$ cat src/rtl/m_7seg_pkg.sv
// Shared 7-segment symbol table: code constants, segment patterns (active-low g..a)
// and the scan-decoder FSM state type. The display encoder uses the same table.
package m_7seg_pkg;

  // Symbol codes beyond the decimal digits 0-9
  localparam logic [3:0] CODE_PLUS  = 4'ha;
  localparam logic [3:0] CODE_MINUS = 4'hb;
  localparam logic [3:0] CODE_MUL   = 4'hc;
  localparam logic [3:0] CODE_DIV   = 4'hd;
  localparam logic [3:0] CODE_BLANK = 4'he;
  localparam logic [3:0] CODE_EQ    = 4'hf;

  // Segment patterns on seg[6:0] = g..a, active-low
  localparam logic [6:0] SEG_0     = 7'b1000000;
  localparam logic [6:0] SEG_1     = 7'b1111001;
  localparam logic [6:0] SEG_2     = 7'b0100100;
  localparam logic [6:0] SEG_3     = 7'b0110000;
  localparam logic [6:0] SEG_4     = 7'b0011001;
  localparam logic [6:0] SEG_5     = 7'b0010010;
  localparam logic [6:0] SEG_6     = 7'b0000010;
  localparam logic [6:0] SEG_7     = 7'b1111000;
  localparam logic [6:0] SEG_8     = 7'b0000000;
  localparam logic [6:0] SEG_9     = 7'b0011000;
  localparam logic [6:0] SEG_PLUS  = 7'b0111001;
  localparam logic [6:0] SEG_MINUS = 7'b0111111;
  localparam logic [6:0] SEG_MUL   = 7'b0001001;
  localparam logic [6:0] SEG_DIV   = 7'b0101101;
  localparam logic [6:0] SEG_BLANK = 7'b1111111;
  localparam logic [6:0] SEG_EQ    = 7'b0110111;

  // Per-digit stability tracker states
  typedef enum logic [1:0] {
    ST_IDLE   = 2'd0,
    ST_SETTLE = 2'd1,
    ST_HELD   = 2'd2
  } scan_state_e;

endpackage

$ cat src/rtl/m_7seg_pattern_dec.sv
// Combinational segment-pattern decoder: seg[6:0] -> {valid, code}.
// Unknown patterns report valid=0 and a blank code.
module m_7seg_pattern_dec
  import m_7seg_pkg::*;
(
  input  logic [6:0] seg,
  output logic       valid,
  output logic [3:0] code
);

  // Table lookup of the 16 known symbols
  always_comb begin
    valid = 1'b1;
    code  = CODE_BLANK;
    case (seg)
      SEG_0:     code = 4'h0;
      SEG_1:     code = 4'h1;
      SEG_2:     code = 4'h2;
      SEG_3:     code = 4'h3;
      SEG_4:     code = 4'h4;
      SEG_5:     code = 4'h5;
      SEG_6:     code = 4'h6;
      SEG_7:     code = 4'h7;
      SEG_8:     code = 4'h8;
      SEG_9:     code = 4'h9;
      SEG_PLUS:  code = CODE_PLUS;
      SEG_MINUS: code = CODE_MINUS;
      SEG_MUL:   code = CODE_MUL;
      SEG_DIV:   code = CODE_DIV;
      SEG_BLANK: code = CODE_BLANK;
      SEG_EQ:    code = CODE_EQ;
      default: begin
        valid = 1'b0;
        code  = CODE_BLANK;
      end
    endcase
  end

endmodule

$ cat src/rtl/m_7seg_scan_decoder.sv
// Read-back decoder for a multiplexed active-low 7-segment bus. Each scanned digit
// must be stable for STABLE_CYC+1 samples before it is committed; a frame pulse
// fires once every digit has been committed, and unknown patterns raise a sticky error.
module m_7seg_scan_decoder
  import m_7seg_pkg::*;
#(
  parameter int NDIG       = 8,
  parameter int STABLE_CYC = 4
) (
  input  logic              clk,
  input  logic              rst,
  input  logic [7:0]        seg_in,
  input  logic [NDIG-1:0]   dig_sel_n,
  input  logic              err_clr,
  output logic [4*NDIG-1:0] digits_o,
  output logic [NDIG-1:0]   dp_o,
  output logic              frame_valid,
  output logic              err,
  output logic [2:0]        err_digit
);

  localparam logic [7:0]      STABLE_MAX = 8'(STABLE_CYC);
  localparam logic [NDIG-1:0] MASK_NONE  = {NDIG{1'b0}};
  localparam logic [NDIG-1:0] MASK_FULL  = {NDIG{1'b1}};
  localparam logic [NDIG-1:0] SEL_LSB    = {{(NDIG-1){1'b0}}, 1'b1};

  // Input sample and the previous sample used for change detection
  logic [7:0]        seg_r;
  logic [NDIG-1:0]   sel_r;
  logic [7:0]        prev_seg_r;
  logic [NDIG-1:0]   prev_sel_r;

  scan_state_e       state_r, state_nxt_s;
  logic [7:0]        cnt_r, cnt_nxt_s;

  logic [4*NDIG-1:0] digits_r;
  logic [NDIG-1:0]   dp_r;
  logic [NDIG-1:0]   mask_r;
  logic              frame_valid_r;
  logic              err_r;
  logic [2:0]        err_digit_r;

  logic [NDIG-1:0]   sel_act_s;
  logic              sel_valid_s;
  logic [2:0]        sel_idx_s;
  logic              changed_s;
  logic              commit_s;
  logic              commit_ok_s;
  logic              commit_bad_s;
  logic [NDIG-1:0]   commit_bits_s;
  logic              dec_valid_s;
  logic [3:0]        dec_code_s;

  m_7seg_pattern_dec u_dec (
    .seg   (seg_r[6:0]),
    .valid (dec_valid_s),
    .code  (dec_code_s)
  );

  // Sample the bus once; every decision below works on this registered copy
  always_ff @(posedge clk) begin
    if (rst) begin
      seg_r      <= 8'hff;
      sel_r      <= MASK_FULL;
      prev_seg_r <= 8'hff;
      prev_sel_r <= MASK_FULL;
    end else begin
      seg_r      <= seg_in;
      sel_r      <= dig_sel_n;
      prev_seg_r <= seg_r;
      prev_sel_r <= sel_r;
    end
  end

  // A sample is usable only when exactly one digit enable is low
  assign sel_act_s   = ~sel_r;
  assign sel_valid_s = (sel_act_s != MASK_NONE) &&
                       ((sel_act_s & (sel_act_s - SEL_LSB)) == MASK_NONE);
  assign changed_s   = (seg_r != prev_seg_r) || (sel_r != prev_sel_r);

  // Index of the active digit; only meaningful while the select is one-hot
  always_comb begin
    sel_idx_s = 3'd0;
    for (int i = 0; i < NDIG; i++) begin
      sel_idx_s = sel_idx_s | (sel_act_s[i] ? 3'(i) : 3'd0);
    end
  end

  // Stability FSM state and counter registers
  always_ff @(posedge clk) begin
    if (rst) begin
      state_r <= ST_IDLE;
      cnt_r   <= 8'd0;
    end else begin
      state_r <= state_nxt_s;
      cnt_r   <= cnt_nxt_s;
    end
  end

  // Next-state: any change restarts counting; a commit happens once per stable run
  always_comb begin
    state_nxt_s = state_r;
    cnt_nxt_s   = cnt_r;
    commit_s    = 1'b0;
    case (state_r)
      ST_IDLE: begin
        if (sel_valid_s) begin
          state_nxt_s = ST_SETTLE;
          cnt_nxt_s   = 8'd1;
        end else begin
          state_nxt_s = ST_IDLE;
          cnt_nxt_s   = 8'd0;
        end
      end
      ST_SETTLE: begin
        if (changed_s) begin
          state_nxt_s = sel_valid_s ? ST_SETTLE : ST_IDLE;
          cnt_nxt_s   = sel_valid_s ? 8'd1 : 8'd0;
        end else if (cnt_r >= STABLE_MAX) begin
          commit_s    = 1'b1;
          state_nxt_s = ST_HELD;
        end else begin
          cnt_nxt_s   = cnt_r + 8'd1;
        end
      end
      ST_HELD: begin
        if (changed_s) begin
          state_nxt_s = sel_valid_s ? ST_SETTLE : ST_IDLE;
          cnt_nxt_s   = sel_valid_s ? 8'd1 : 8'd0;
        end else begin
          state_nxt_s = ST_HELD;
        end
      end
      default: begin
        state_nxt_s = ST_IDLE;
        cnt_nxt_s   = 8'd0;
      end
    endcase
  end

  assign commit_ok_s   = commit_s & dec_valid_s;
  assign commit_bad_s  = commit_s & ~dec_valid_s;
  assign commit_bits_s = {NDIG{commit_ok_s}} & sel_act_s;

  // Output registers: digit values, frame mask/pulse and sticky error
  always_ff @(posedge clk) begin
    if (rst) begin
      digits_r      <= {NDIG{CODE_BLANK}};
      dp_r          <= MASK_NONE;
      mask_r        <= MASK_NONE;
      frame_valid_r <= 1'b0;
      err_r         <= 1'b0;
      err_digit_r   <= 3'd0;
    end else begin
      for (int i = 0; i < NDIG; i++) begin
        if (commit_bits_s[i]) begin
          digits_r[4*i +: 4] <= dec_code_s;
          dp_r[i]            <= ~seg_r[7];
        end
      end
      // The pulse cycle restarts the mask but still keeps a commit landing in it
      mask_r        <= frame_valid_r ? commit_bits_s : (mask_r | commit_bits_s);
      frame_valid_r <= ~frame_valid_r & ((mask_r | commit_bits_s) == MASK_FULL);
      // A new error takes priority over a simultaneous clear
      if (commit_bad_s) begin
        err_r       <= 1'b1;
        err_digit_r <= sel_idx_s;
      end else if (err_clr) begin
        err_r       <= 1'b0;
        err_digit_r <= 3'd0;
      end else begin
        err_r       <= err_r;
        err_digit_r <= err_digit_r;
      end
    end
  end

  assign digits_o    = digits_r;
  assign dp_o        = dp_r;
  assign frame_valid = frame_valid_r;
  assign err         = err_r;
  assign err_digit   = err_digit_r;

endmodule

$ cat config.mk
export PLATFORM = sky130hd
export DESIGN_NAME = m_7seg_scan_decoder
export DESIGN_NICKNAME = d
export VERILOG_FILES = /design/src/rtl/m_7seg_pkg.sv /design/src/rtl/m_7seg_pattern_dec.sv /design/src/rtl/m_7seg_scan_decoder.sv
export SDC_FILE = /design/constraint.sdc
export NUM_CORES = 1
export LEC_CHECK = 0
export ABC_AREA = 1
export ABC_CLOCK_PERIOD_IN_PS = 3500
export CAP_MARGIN = 20
export CORE_MARGIN = 1.5
export CORE_UTILIZATION = 40
export CTS_CLUSTER_DIAMETER = 150
export DETAILED_ROUTE_END_ITERATION = 10
export GPL_TIMING_DRIVEN = 0
export PLACE_DENSITY = 0.71
export SLEW_MARGIN = 20
export SYNTH_ARGS = -nofsm -noshare
export SYNTH_HDL_FRONTEND = slang
export SYNTH_SLANG_ARGS = --single-unit
$ cat constraint.sdc
create_clock -name clk -period 3.5 [get_ports clk]
set_input_delay 0.7 -clock clk [delete_from_list [all_inputs] [get_ports clk]]
set_output_delay 0.7 -clock clk [all_outputs]
set_load 0.05 [all_outputs]
Word-level counts from Yosys, hierarchy flattened
Cells that the tools add are included.

Register bits: 95. Output and inout port bits: 45.

Reduce and logical (&&, ||, !) cells: 9. Eq/ne operators: 23. Add/subtract/negate cells: 2. Bitwise logic cells: 16. Multiplexer cells: 27. Order comparisons: 1.

Operators with widths (number): one-hot mux 4 bit (15 select lines) (1); == test 7 x 6 -> 1 bit, second input constant (6); two-way mux 8 bit (4); == test 7 bit, second input constant (4); one-hot mux 8 bit (3 select lines) (1); == test 7 x 5 -> 1 bit, second input constant (3); two-way mux 3 bit (6); AND 8 bit (2); inequality test 8 bit (2); OR reduction 16 bit (1); two-way mux 2 bit (5); two-way mux 1 bit (9); OR 3 bit (3); adder 8 x 1 -> 8 bit, second input constant (1); == test 8 bit, second input constant (1); >= comparator 8 x 3 -> 1 bit, second input constant (1); logical NOT 8 bit (1); NOT 8 bit (1); OR 8 bit (1); nonzero test 8 bit (1); subtractor 8 x 1 -> 8 bit, second input constant (1); == test 7 x 2 -> 1 bit, second input constant (1); == test 7 x 4 -> 1 bit, second input constant (1); logical NOT 7 bit (1); 15 further kinds (20).

Depth between registers and ports, before layout
Word-level depth: 9. Gate-level depth with buffers: 15. Gate-level depth less buffers: 15.

Modules after synthesis
Synthesis repeated with hierarchy kept, for this count alone.

Cell total of the unflattened synthesis: 519. Area total of the unflattened synthesis: 4072.7 sq um.

Modules (own cells, without submodules): m_7seg_scan_decoder (instances 1, area an instance 3738.6 sq um, cells an instance 440); m_7seg_pattern_dec (instances 1, area an instance 334.1 sq um, cells an instance 79).

Worst setup path before layout
No wires, ideal clock.

Path kind: register to register. Start point: register seg_r[2]. End point: register digits_r[15], in the netlist digits_o[15]. Arrival: 1.625 ns. Clock period less this slack: 1.752 ns. Stages on the path, launching flop included: 14. Data required time: 3.373 ns. Setup slack: 1.748 ns. Path through: dfxtp_1 > inv_2 > nand2_1 > nand2_1 > nor2_1 > nand2_1 > nor2_2 > nand3_2 > nor2_4 > nand2_4 > nor2_4 > inv_2 > a21oi_1 > o21ai_0.

Longest elaborated chain between the ends: 6. Elaborated cells on any way between the ends: 25. Those cells by class: eq/ne: 16; mux: 4; bitwise: 2; reduce/logical: 3.

RTL lines: start, declared (line m_7seg_scan_decoder.sv:28) `logic [7:0] seg_r;`; start signal, assigned (line m_7seg_scan_decoder.sv:68) `seg_r <= seg_in;`; branches (longest 6 deep; another with OR reduction 16 bit); end signal, assigned (line m_7seg_scan_decoder.sv:148) `digits_r <= {NDIG{CODE_BLANK}};`; end signal, assigned by index (line m_7seg_scan_decoder.sv:157) `digits_r[4*i +: 4] <= dec_code_s;`; end, declared (line m_7seg_scan_decoder.sv:36) `logic [4*NDIG-1:0] digits_r;`.

Parallel ways; which one is timed is not known. A chain may end at the register's enable or synchronous reset.

Final worst setup path
Start point: register digits_r[24], in the netlist digits_o[24]. End point: output port digits_o[24].

RTL lines: end, declared (line m_7seg_scan_decoder.sv:15) `output logic [4*NDIG-1:0] digits_o,`.

No word-level cell between the ends.

==> results.yml <==
power_and_ir_drop:
  ir_drop_mv: 0.2632
  p_leak_nw: 2.352
  p_total_mw: 2.026
  powerDensity_nw_per_um2: 402.8
layout:
  num_antenna_cells: 0
  area_delta_synth_final_pct: 25.19
  regArea_um2: 1902
  nets: 658
  final_cell_mix: "nand2_1, dfxtp_1, inv_1"
  drive_gt1_frac: 0.09105
  n_fill_cell: 996
  final_common_cell: "nand2_1"
  multi_input_area_um2: 1779
cts:
  postCtsSetupRepairBufs: 0
  cts_buffer_depth: 2
  cts_buffers: 9
  ctsHoldBuffers: 0
  cts_sinks: 95
  cts-root-buf: "clkbuf_8"
  clock_latency_ns: 0.37
  cts_tree: "yes"
  path_clk_slew_ns: 0.10
  htreeDepth: 3
  cts_resized: 0
setup_path:
  required_ns: 2.80
  cp_max_fo: 2
  critical-path-top-delay-family: "buffers and inverters"
  start_kind: "register"
  slowest_delay_ns: 0.83
  path_class: "register to output port"
  end_kind: "output port"
  arrival_ns: 1.56
  cp.buffers_inverters: 1
  crit_slowest_cell: "clkdlybuf4s50_1"
  worstPathCellList: "clkdlybuf4s50_1"
status:
  outcome: "finished, final reports clean"
floorplan:
  start_util: 0.4112
  die_y_um: 103.2
  die_w_um: 103.2
  ios: 64
  dieArea_um2: 10660
  rows: 36
  core_um2: 9774
timing:
  fin_crit_sh: 0.6462
  max_slew_margin: 0.5900
  rsz0062_at_grt: "no"
  clock_skew_ns: 0.01871
  finalHoldViolCount: 0
  period_minus_slack_ns: 2.262
  setup-violations-final: 0
  maxSlewViolCount: 0
  clock.fmax_ghz: 0.4421
  finalSetupTns_ns: 0
  holdWs_ns: 0.4632
  fin_ws_ns: 1.238
  tightest_slew_ns: 0.6150
global_route:
  grt_remaining_overflow: 0
  grt_max_degree: 19
  antenna_found_initial: 0
  grt_pass1_wl_um: 15630
  grt_usage: 0.1913
  grt_pass1_vias: 3493
logic_synthesis:
  synth_area_um2: 4019
  syn_area_per_cell_um2: 7.202
  ys_warn_count: 0
  ys_seq_area_frac: 0.4732
  syn_nets: 584
  ys_ff_latch: 95
  synthCells: 558
  synth_largest_area_cell: "dfxtp_1"
  ys_top_cells_by_area: "dfxtp_1, nand2_1, inv_1"
  yosysUniqueCellTypes: 29
  synth_top_area_share: 0.4732
drt:
  avgViaCountPerCell: 4.731
  drc: 0
  detail-route-antenna-nets: 0
  routed_wl_um: 9554
  first_pass_iters: 5
  vias: 3643
  post_drt_wl_per_cell_um: 12.41
  drt_iter0_markers: 137
placement:
  hpwl_um: 7173
  pre_cts_ws_ns: 1.055
  port_buffers: 63
  gp_congestion: 0.8508
job:
  max-cap-violations: 0
hold_path:
  hp-class: "register to register"
## area by class of cell
cell class                      count  area share
Clock buffer                        9     0.02462
Sequential cell                    95      0.3780
Clock inverter                      7     0.01815
Inverter                           79     0.05894
Multi-Input combinational cell    374      0.3536
Buffer                             10    0.008207
Timing Repair Buffer               63      0.1253
Tap cell                          133     0.03308
## kinds of logic after synthesis
family | Yosys count | share of synthesized area
buf+inv | 89 | 0.08406
simple gates | 285 | 0.3126
xor+xnor | 3 | 0.006539
compound gates | 79 | 0.1018
fa+ha+maj | 7 | 0.02179
flops | 95 | 0.4732
## state kept, by name (all words and copies together), names as in the netlist, 2 cells and up
name	cells
dp_o	8
prev_seg_r	8
sel_r	8
digits_o	32
prev_sel_r	8
cnt_r	8
err_digit	3
mask_r	8
seg_r	8
state_r	2
## Yosys cell counts (all sizes together)
| cell type | count |
|---|---|
| clkbuf | 8 |
| nand2 | 153 |
| o22ai | 1 |
| nor2 | 61 |
| nor3 | 8 |
| o211ai | 2 |
| o21ai | 31 |
| o41ai | 1 |
| buf | 2 |
| clkinv | 1 |
| or2 | 16 |
| dfxtp | 95 |
| nand4 | 9 |
| nand3 | 36 |
| inv | 78 |
| ha | 7 |
| a21oi | 44 |
| xor2 | 3 |
| nor3b | 1 |
| and3 | 1 |
## power breakdown
part | leakage [nW] | total (mW) | switching, mW | internal, mW
Clock | 0.105 | 0.768 | 0.420 | 0.348
Sequential | 0.774 | 1.12 | 0.0206 | 1.10
Combinational | 1.47 | 0.138 | 0.0836 | 0.0546
## per-layer routing
| metal | part of all wire | vias to the layer above | track usage |
|---|---|---|---|
| li1 | - | 1906 | - |
| met1 | 0.45 | 1632 | 0.2332 |
| met5 | 0 | - | 0 |
| met4 | 0.021 | 0 | 0.06133 |
| met3 | 0.056 | 16 | 0.05780 |
| met2 | 0.48 | 89 | 0.3249 |
## stage by stage
stage / cell area [um^2] / cells / util
3_5_place_dp: 4816 / 754 / 0.4927
6_report: 5031 / 770 / 0.5147
5_1_grt: 5031 / 770 / 0.5147
3_3_place_gp: 4816 / 754 / 0.4927
4_1_cts: 5031 / 770 / 0.5147
2_1_floorplan: 4019 / 558 / -
## path summary, 6_finish.rpt
path	cells past startpoint	start	end	slack (ns)
worst max-delay path	1	digits_o[24]$_SDFFE_PP0P_	digits_o[24]	1.24
worst max register to register	12	seg_r[4]$_SDFF_PP1_	err_digit[0]$_SDFFE_PP0P_	1.29
worst min-delay path	2	err_digit[2]$_SDFFE_PP0P_	err_digit[2]$_SDFFE_PP0P_	0.46
worst min register to register	2	err_digit[2]$_SDFFE_PP0P_	err_digit[2]$_SDFFE_PP0P_	0.46
Power figures use the tool's default switching activity.
